===== src/rtl/bju_issue_ctrl.sv =====
// bju_issue_ctrl: in-order issue sequencer for the branch/jump unit.
//
// Micro-ops from dispatch are buffered in a DEPTH-entry circular queue.
// The head entry is presented combinationally to the bju every cycle it
// can issue. The bju result is registered into a single output stage (S1).
// S1 drives the register writeback handshake and a one-cycle frontend
// redirect pulse. A taken branch/jump squashes every younger queued entry.
//
// Ports:
//   clock, reset        rising-edge clock, synchronous active-high reset
//   flush               external pipeline flush, highest priority
//   enq_*               dispatch interface (valid/ready plus op fields)
//   bju_*  (out)        head entry driven to the combinational bju
//   bju_dest, bju_redirect_valid, bju_redirect_target (in)
//                       bju results for the presented entry, same cycle
//   wb_valid/ready/rd/data   writeback handshake out of S1
//   redirect_valid/target    one-cycle redirect pulse, target held with S1
//   q_count             queue occupancy
//
// Optional build macro BJU_PERF_CNT_EN adds perf_br_cnt (issued ops) and
// perf_redirect_cnt (issued ops that redirected). Neither is cleared by flush.
module bju_issue_ctrl #(
  parameter int DEPTH      = 4,
  parameter int DATA_WIDTH = 64,
  parameter int PC_WIDTH   = 48,
  parameter int RD_WIDTH   = 6
) (
  input  logic                      clock,
  input  logic                      reset,
  input  logic                      flush,
  input  logic                      enq_valid,
  output logic                      enq_ready,
  input  logic [DATA_WIDTH-1:0]     enq_src1,
  input  logic [DATA_WIDTH-1:0]     enq_src2,
  input  logic [DATA_WIDTH-1:0]     enq_offset,
  input  logic [PC_WIDTH-1:0]       enq_pc,
  input  logic [7:0]                enq_cx_type,
  input  logic [RD_WIDTH-1:0]       enq_rd,
  input  logic                      enq_rd_wen,
  output logic                      bju_valid,
  output logic [DATA_WIDTH-1:0]     bju_src1,
  output logic [DATA_WIDTH-1:0]     bju_src2,
  output logic [DATA_WIDTH-1:0]     bju_offset,
  output logic [PC_WIDTH-1:0]       bju_pc,
  output logic [7:0]                bju_cx_type,
  input  logic [DATA_WIDTH-1:0]     bju_dest,
  input  logic                      bju_redirect_valid,
  input  logic [PC_WIDTH-1:0]       bju_redirect_target,
  output logic                      wb_valid,
  input  logic                      wb_ready,
  output logic [RD_WIDTH-1:0]       wb_rd,
  output logic [DATA_WIDTH-1:0]     wb_data,
  output logic                      redirect_valid,
  output logic [PC_WIDTH-1:0]       redirect_target,
  output logic [$clog2(DEPTH):0]    q_count
`ifdef BJU_PERF_CNT_EN
  ,
  output logic [31:0]               perf_br_cnt,
  output logic [31:0]               perf_redirect_cnt
`endif
);

  localparam int PW = $clog2(DEPTH);
  localparam int CW = PW + 1;

  typedef struct packed {
    logic [DATA_WIDTH-1:0] src1;
    logic [DATA_WIDTH-1:0] src2;
    logic [DATA_WIDTH-1:0] offset;
    logic [PC_WIDTH-1:0]   pc;
    logic [7:0]            cx_type;
    logic [RD_WIDTH-1:0]   rd;
    logic                  rd_wen;
  } entry_t;

  entry_t            mem [DEPTH];
  logic [PW-1:0]     head, tail;
  logic [CW-1:0]     count;
  logic              init_done;   // holds enq_ready low through the first post-reset cycle

  logic                  s1_valid, s1_wen, redir_q;
  logic [RD_WIDTH-1:0]   s1_rd;
  logic [DATA_WIDTH-1:0] s1_data;
  logic [PC_WIDTH-1:0]   s1_target;

  logic head_valid, s1_busy, issue, squash, enq_fire;

  // An S1 entry without a register write never waits on wb_ready.
  assign head_valid = (count != '0);
  assign s1_busy    = s1_valid & s1_wen;
  assign issue      = head_valid & (~s1_busy | wb_ready) & ~flush;
  assign squash     = issue & bju_redirect_valid;
  // A dequeue in the same cycle frees a slot, so a full queue can still accept.
  assign enq_ready  = init_done & ((count < CW'(DEPTH)) | issue) & ~flush & ~squash;
  assign enq_fire   = enq_valid & enq_ready;

  assign bju_valid   = issue;
  assign bju_src1    = mem[head].src1;
  assign bju_src2    = mem[head].src2;
  assign bju_offset  = mem[head].offset;
  assign bju_pc      = mem[head].pc;
  assign bju_cx_type = mem[head].cx_type;

  assign wb_valid        = s1_valid & s1_wen;
  assign wb_rd           = s1_rd;
  assign wb_data         = s1_data;
  assign redirect_valid  = redir_q;
  assign redirect_target = s1_target;
  assign q_count         = count;

  // Queue storage and pointers
  always_ff @(posedge clock) begin
    if (reset) begin
      head      <= '0;
      tail      <= '0;
      count     <= '0;
      init_done <= 1'b0;
      for (int i = 0; i < DEPTH; i++) mem[i] <= '0;
    end else begin
      init_done <= 1'b1;
      if (enq_fire)
        mem[tail] <= '{src1: enq_src1, src2: enq_src2, offset: enq_offset, pc: enq_pc,
                       cx_type: enq_cx_type, rd: enq_rd, rd_wen: enq_rd_wen};
      if (flush || squash) begin
        // flush clears everything; a taken op discards all younger wrong-path entries
        head  <= '0;
        tail  <= '0;
        count <= '0;
      end else begin
        if (enq_fire) tail <= tail + PW'(1);
        if (issue)    head <= head + PW'(1);
        count <= count + CW'(enq_fire) - CW'(issue);
      end
    end
  end

  // Output stage S1
  always_ff @(posedge clock) begin
    if (reset) begin
      s1_valid  <= 1'b0;
      s1_wen    <= 1'b0;
      s1_rd     <= '0;
      s1_data   <= '0;
      s1_target <= '0;
      redir_q   <= 1'b0;
    end else if (flush) begin
      s1_valid <= 1'b0;
      redir_q  <= 1'b0;
    end else begin
      // pulse only on the issue edge, even if S1 then stalls on wb_ready
      redir_q <= squash;
      if (issue) begin
        s1_valid  <= 1'b1;
        s1_wen    <= mem[head].rd_wen;
        s1_rd     <= mem[head].rd;
        s1_data   <= bju_dest;
        s1_target <= bju_redirect_target;
      end else if (s1_valid && (wb_ready || !s1_wen)) begin
        s1_valid <= 1'b0;
      end
    end
  end

`ifdef BJU_PERF_CNT_EN
  always_ff @(posedge clock) begin
    if (reset) begin
      perf_br_cnt       <= '0;
      perf_redirect_cnt <= '0;
    end else begin
      if (issue)  perf_br_cnt       <= perf_br_cnt + 32'd1;
      if (squash) perf_redirect_cnt <= perf_redirect_cnt + 32'd1;
    end
  end
`endif

endmodule

===== config.mk =====
export PLATFORM = sky130hd
export DESIGN_NAME = bju_issue_ctrl
export DESIGN_NICKNAME = d
export VERILOG_FILES = /design/src/rtl/bju_issue_ctrl.sv
export SDC_FILE = /design/constraint.sdc
export NUM_CORES = 1
export LEC_CHECK = 0
export ABC_AREA = 1
export CAP_MARGIN = 20
export CORE_MARGIN = 4
export CORE_UTILIZATION = 58
export DETAILED_ROUTE_END_ITERATION = 8
export DONT_BUFFER_PORTS = 1
export GPL_TIMING_DRIVEN = 0
export PLACE_DENSITY = 0.72
export SLEW_MARGIN = 15
export SYNTH_ARGS = -nofsm -noshare
export SYNTH_HDL_FRONTEND = slang
export SYNTH_SLANG_ARGS = --single-unit

===== constraint.sdc =====
create_clock -name clock -period 25.6 [get_ports clock]
set_input_delay 5.12 -clock clock [delete_from_list [all_inputs] [get_ports clock]]
set_output_delay 5.12 -clock clock [all_outputs]
set_load 0.05 [all_outputs]

==> flow_summary.ini, run 1 <==
[run_status]
status = finished clean

[die]
core_sq_um = 88900
die_h_microns = 308
die-area_sq_um = 95000
fp-row-count = 109
io_pins = 746
initial_utilization = 0.588
die_w_microns = 308

[synth]
synth-xor-area-share = 0.000335
synth_compound_area_frac = 0.0919
netlist-cell-type-count = 27
synth_top_family_by_area = simple AND/OR/NAND/NOR gates
ys_seq_area_frac = 0.636
ys_warn_count = 0
synth_area_sq_um = 52300
synthCells = 4506
synth_seq_cells = 1151
synth_area_per_cell_sq_um = 11.6
synth_fa_ha_area_frac = 0.000862
yosys.area_share.simple = 0.214
synthMuxAreaShare = 0
syn_nets = 4882

[clock_network]
clk_pin_slew_ps = 60
holdBufCountCts = 0
tritoncts = built
cts_made_buffers = 117
cts-root-buf = clkbuf_16
clkLatencyLatePin_ps = 710
clk_path_buf_depth = 3
clock_sinks = 1151
cts.repair.resized = 0
h-tree-depth = 3
post_cts_buffers = 0

[worst_setup_path]
ff2ff_setup_slack_ps = 21390
arrival_ps = 6340
critical_path_class = primary input to primary output
r2r_end = mem[3][168]
slowest_delay_ps = 450
crit_path_start_kind = primary input
required_ps = 20480
endpoint = bju_valid
cp-startpoint = wb_ready
crit_fanout = 7
rr_worst_depth = 15
end_kind = primary output
rr_startpoint = q_count[1]
slowest_stage = clkbuf_1
cp_cell_sequence = inv_1 -> nand3_2 -> nand3_2 -> inv_1 -> clkbuf_1 -> buf_6

[pwr]
p_leak_nw = 23.0
irDropWorstVdd_mv = 0.0633
powerDensity_nw_per_um2 = 71.2

[drt]
routedWlPerCell_microns = 27.1
drtIter0Drc = 4614
routed_wl_mm = 163
drc = 0
dr.pass1.iters = 6
viasPerCell = 6.12
antenna_left = 0
vias = 36900

[layout]
layout-drive-gt1-share = 0.198
nets = 5133
layout_commonest_cell = nor2_1
filler_cell_count = 6430
areaGrowthSynthToFinish_pct = 14.9
final_cell_mix = nor2_1 (1043), edfxtp_1 (1020), o21ai_0 (516), clkbuf_1 (282), inv_1 (274)

[global_routing]
overflow = 0
grt_usage = 0.336
grt_max_degree = 52
antenna_found_initial = 10
grt_pass1_vias = 35700
grt_pass1_wl_mm = 235

[placed_design]
place_congestion = 0.871
place.detailed.hpwl_mm = 115
port_buffers = 0
dpl_worst_slack_ps = 14180

[timing]
setup_violations = 0
max_slew_margin = 0.185
setup_slack_ps = 14140
max_freq_mhz = 87.3
min_period_ps = 11460
finClkSkew_ps = 22.1
period_share = 0.447
tightest_slew_ps = 1240
drv_slew = 0
grt_setup_unrepaired = false
finalSetupTns_ps = 0
finalHoldViolCount = 0

[run]
maxCapViolCount = 0

[worst_hold_path]
hp-start = head[1]
hold_class = register to register
-- how the worst min path moves through the flow --
stage,to,slack [ps],cells after the start
6_report,head[1],470,2
5_1_grt,head[1],480,2
4_1_cts,head[1],460,2
3_5_place_dp,register,450,2
3_3_place_gp,head[1],450,2
2_1_floorplan,register,440,2
-- cells in the mapped netlist --
master	number	area, sq um
ha_1	2	25.0
a32o_1	1	10.0
nand3_1	2	10.0
o21ai_0	519	2600
buf_4	11	82.6
nor2_8	1	20.0
fa_1	1	20.0
dfxtp_1	131	2620
buf_6	2	22.5
o21ai_1	1	5.00
nand2_1	241	905
nand4_1	38	238
inv_2	3	11.3
inv_1	274	1030
buf_2	63	315
nor2_1	1043	3920
buf_1	13	48.8
nor2_2	253	1580
nand3_2	2	20.0
clkbuf_1	267	1000
nand4_4	200	4250
nand4_2	20	250
o22ai_1	254	1590
buf_12	22	440
edfxtp_1	1020	30600
xnor2_1	2	17.5
a21oi_1	120	601
-- logic make-up (layout without fill, tap and decap cells) --
kind of cell             after synthesis  count (layout)
adder cells (fa/ha/maj)                3               3
other                                  0               9
buffers and inverters                655            1002
AND/OR/NAND/NOR                     1800            1800
XOR/XNOR                               2               2
flip-flops                          1151            1151
AO/OA/AOI/OAI                        895             895
-- power by group --
part	internal (mW)	total [mW]	leakage [nW]	switching [mW]
Combinational	0.0881	0.392	9.48	0.304
Sequential	2.11	2.16	11.6	0.0456
Clock	0.997	1.72	1.88	0.726
Total	3.20	4.27	23.0	1.08
-- area by class of cell --
| cell class | count | area (sq um) | share of cell area |
|---|---|---|---|
| Antenna cell | 9 | 22.5 | 0.000375 |
| Buffer | 378 | 1920 | 0.0320 |
| Clock buffer | 150 | 3200 | 0.0532 |
| Clock inverter | 65 | 642 | 0.0107 |
| Inverter | 277 | 1040 | 0.0173 |
| Multi-Input combinational cell | 2700 | 16500 | 0.275 |
| Sequential cell | 1151 | 33300 | 0.554 |
| Tap cell | 1165 | 1460 | 0.0243 |
| Timing Repair Buffer | 132 | 1970 | 0.0328 |
-- worst max-delay path, delay by kind of cell --
family                 cells  cell delay (ps)
buffers and inverters      4              920
AND/OR/NAND/NOR            2              290
-- registers in the layout, indices dropped and copies added, names as in the netlist, named ones only --
name,count
head,2
init_done,1
mem,1020
q_count,3
redirect_target,48
redirect_valid,1
s1_valid,1
s1_wen,1
tail,2
wb_data,64
wb_rd,6
-- through the flow --
| stage | cell area, sq um | instances | hold WS [ps] | power [mW] | utilization |
|---|---|---|---|---|---|
| 6_report | 60000 | 6027 | 467 | 4.27 | 0.675 |
| 5_1_grt | 60000 | 6024 | 482 | 4.38 | 0.675 |
| 4_1_cts | 60000 | 6014 | 463 | 4.28 | 0.675 |
| 3_5_place_dp | 56100 | 5799 | 455 | 2.59 | 0.631 |
| 3_3_place_gp | 53700 | 5671 | 452 | 2.62 | 0.604 |
| 2_1_floorplan | 52300 | 4506 | 436 | 2.50 | - |
-- routing by layer --
layer | vias up | routed length [microns] | track usage | share of wire
met1 | 18000 | 55300 | 0.396 | 0.34
li1 | 16300 | - | - | -
met3 | 466 | 19700 | 0.112 | 0.12
met2 | 2128 | 77400 | 0.545 | 0.47
met5 | - | 11 | 0 | 0.000067
met4 | 2 | 11000 | 0.189 | 0.068
Note: power is estimated with default switching activity, not from simulation.
==> run 2: changes to the inputs <==
clock period = 10.32 ns   (was 25.6 ns; I/O delays follow)
==> run 2 against run 1 <==
Effect of this change: count of clock-buffer cells in the layout fell by 2; routed wire length up 0.37%; non-clock buffer count up 4; design area shrank 0.14%; critical path depth fell by 1; setup slack got worse by 9800 ps; sequential power is 150% higher; global-route usage about the same; combinational power up 150%; core utilization shrank 0.091 points; die area stayed put; hold slack improved by 1.6 ps; largest power group unchanged.
==> flow_summary.ini, run 2 (same netlist as run 1, synthesis figures left out) <==
[run_status]
status = finished clean

[placed_design]
port_buffers = 0
place_area_sq_um = 56100
place.detailed.hpwl_mm = 115
place_congestion = 0.916

[timing]
period_share = 0.577
setup_violations = 0
max_freq_mhz = 168
finClkSkew_ps = 24.8
min_period_ps = 5960
finalHoldViolCount = 0
max_slew_margin = 0.196
grt_setup_unrepaired = false
drv_slew = 0
tightest_slew_ps = 1220

[worst_hold_path]
hold_class = register to register
min_delay_path_depth = 2
hp-start = head[1]

[global_routing]
grt_pass1_vias = 35600
grt_pass1_wl_mm = 235
antenna_found_initial = 8
overflow = 0
grt_usage = 0.336
grt_max_degree = 49

[layout]
largest-register = mem
filler_cell_count = 6384
multi_input_area_sq_um = 16500
largest_reg_flops = 1020
layout_commonest_cell = nor2_1
regArea_sq_um = 33300
nets = 5138
layout-drive-gt1-share = 0.196
postLayoutCellArea_sq_um = 60000
areaGrowthSynthToFinish_pct = 14.7
final_cell_mix = nor2_1 (1043), edfxtp_1 (1020), o21ai_0 (516), clkbuf_1 (291), inv_1 (274)

[clock_network]
cts_made_buffers = 118
h-tree-depth = 3
cts.repair.resized = 0
tritoncts = built
post_cts_buffers = 0
cts-root-buf = clkbuf_16
holdBufCountCts = 0
clk_pin_slew_ps = 60
clkLatencyLatePin_ps = 720
clk_path_buf_depth = 3
clock_sinks = 1151

[drt]
viasPerCell = 6.11
drtIter0Drc = 4003
drc = 0
vias = 36800
routed_wl_mm = 164
routedWlPerCell_microns = 27.2
antenna_left = 0
dr.pass1.iters = 6

[worst_setup_path]
r2r_end = mem[0][151]
rr_worst_depth = 12
critical_path_class = register to primary output
required_ps = 8260
ff2ff_setup_slack_ps = 6180
arrival_ps = 3890
rr_startpoint = q_count[1]
end_kind = primary output
crit_fanout = 10
crit_path_start_kind = register

[pwr]
p_leak_nw = 23.0
p_total_mw = 10.6
irDropWorstVdd_mv = 0.152
powerDensity_nw_per_um2 = 176

[die]
die-area_sq_um = 95000
fp-row-count = 109
die_h_microns = 308
io_pins = 746
core_sq_um = 88900
die_w_microns = 308
initial_utilization = 0.588

[run]
maxCapViolCount = 0
==> run 2: cell count changes in the layout (fill, tap and decap cells not counted), moves of 3 or more <==
cell and change:
o22ai_1 +4, clkinv_1 +5, buf_4 +10, clkbuf_1 +9
inv_16 +3, clkbuf_8 -3, o22ai_2 -4, clkbuf_2 -7
buf_8 -5
==> run 2: power by group <==
group	internal, mW	switching [mW]
combinational	0.220	0.752
sequential	5.24	0.117
clock	2.41	1.81
total	7.87	2.68
==> run 2: layout make-up <==
type | count | area share
antenna | 7 | 0.000292
buffer | 378 | 0.0319
clock buffer | 148 | 0.0525
clock inverter | 68 | 0.0107
inverter | 277 | 0.0173
multi-input combinational | 2700 | 0.275
sequential | 1151 | 0.555
tap | 1165 | 0.0243
timing repair buffer | 136 | 0.0329
==> run 2: through the flow <==
| step | hold slack [ps] | instances | utilization | TNS, ps | worst slack (ps) |
|---|---|---|---|---|---|
| 6_report | 469 | 6030 | 0.674 | 0 | 4360 |
| 5_1_grt | 502 | 6029 | 0.674 | 0 | 4130 |
| 4_1_cts | 467 | 6020 | 0.674 | 0 | 4250 |
| 3_5_place_dp | 458 | 5804 | 0.631 | 0 | 4520 |
| 3_3_place_gp | 449 | 5671 | 0.604 | -9353300 | -13690 |
| 2_1_floorplan | 436 | 4506 | - | -2285390 | -4480 |
==> run 2: routing by layer <==
layer | global-route usage | share of wire | vias to the layer above
met5 | 0.00910 | 0.00080 | -
met4 | 0.216 | 0.075 | 2
met3 | 0.118 | 0.12 | 461
met2 | 0.541 | 0.47 | 2060
met1 | 0.384 | 0.33 | 17900
li1 | - | - | 16400
==> run 2: how the worst max path moves through the flow <==
stage                    from            to  slack (ps)  depth (start not counted)
floorplan           enq_valid     mem[1][0]       -4480                          4
global placement    enq_valid   mem[2][127]      -13690                          4
detailed placement      reset   mem[0][119]        4520                         10
CTS                  register   bju_src2[3]        4250                          5
global route         register   bju_src2[6]        4130                          5
finish               register  bju_src2[44]        4360                          5
==> run 2: critical path: stages, from the launching register on <==
cell and delay (ps):
dfxtp_1 360, buf_2 410, clkbuf_1 800, clkbuf_1 470
o21ai_0 180, o22ai_1 940
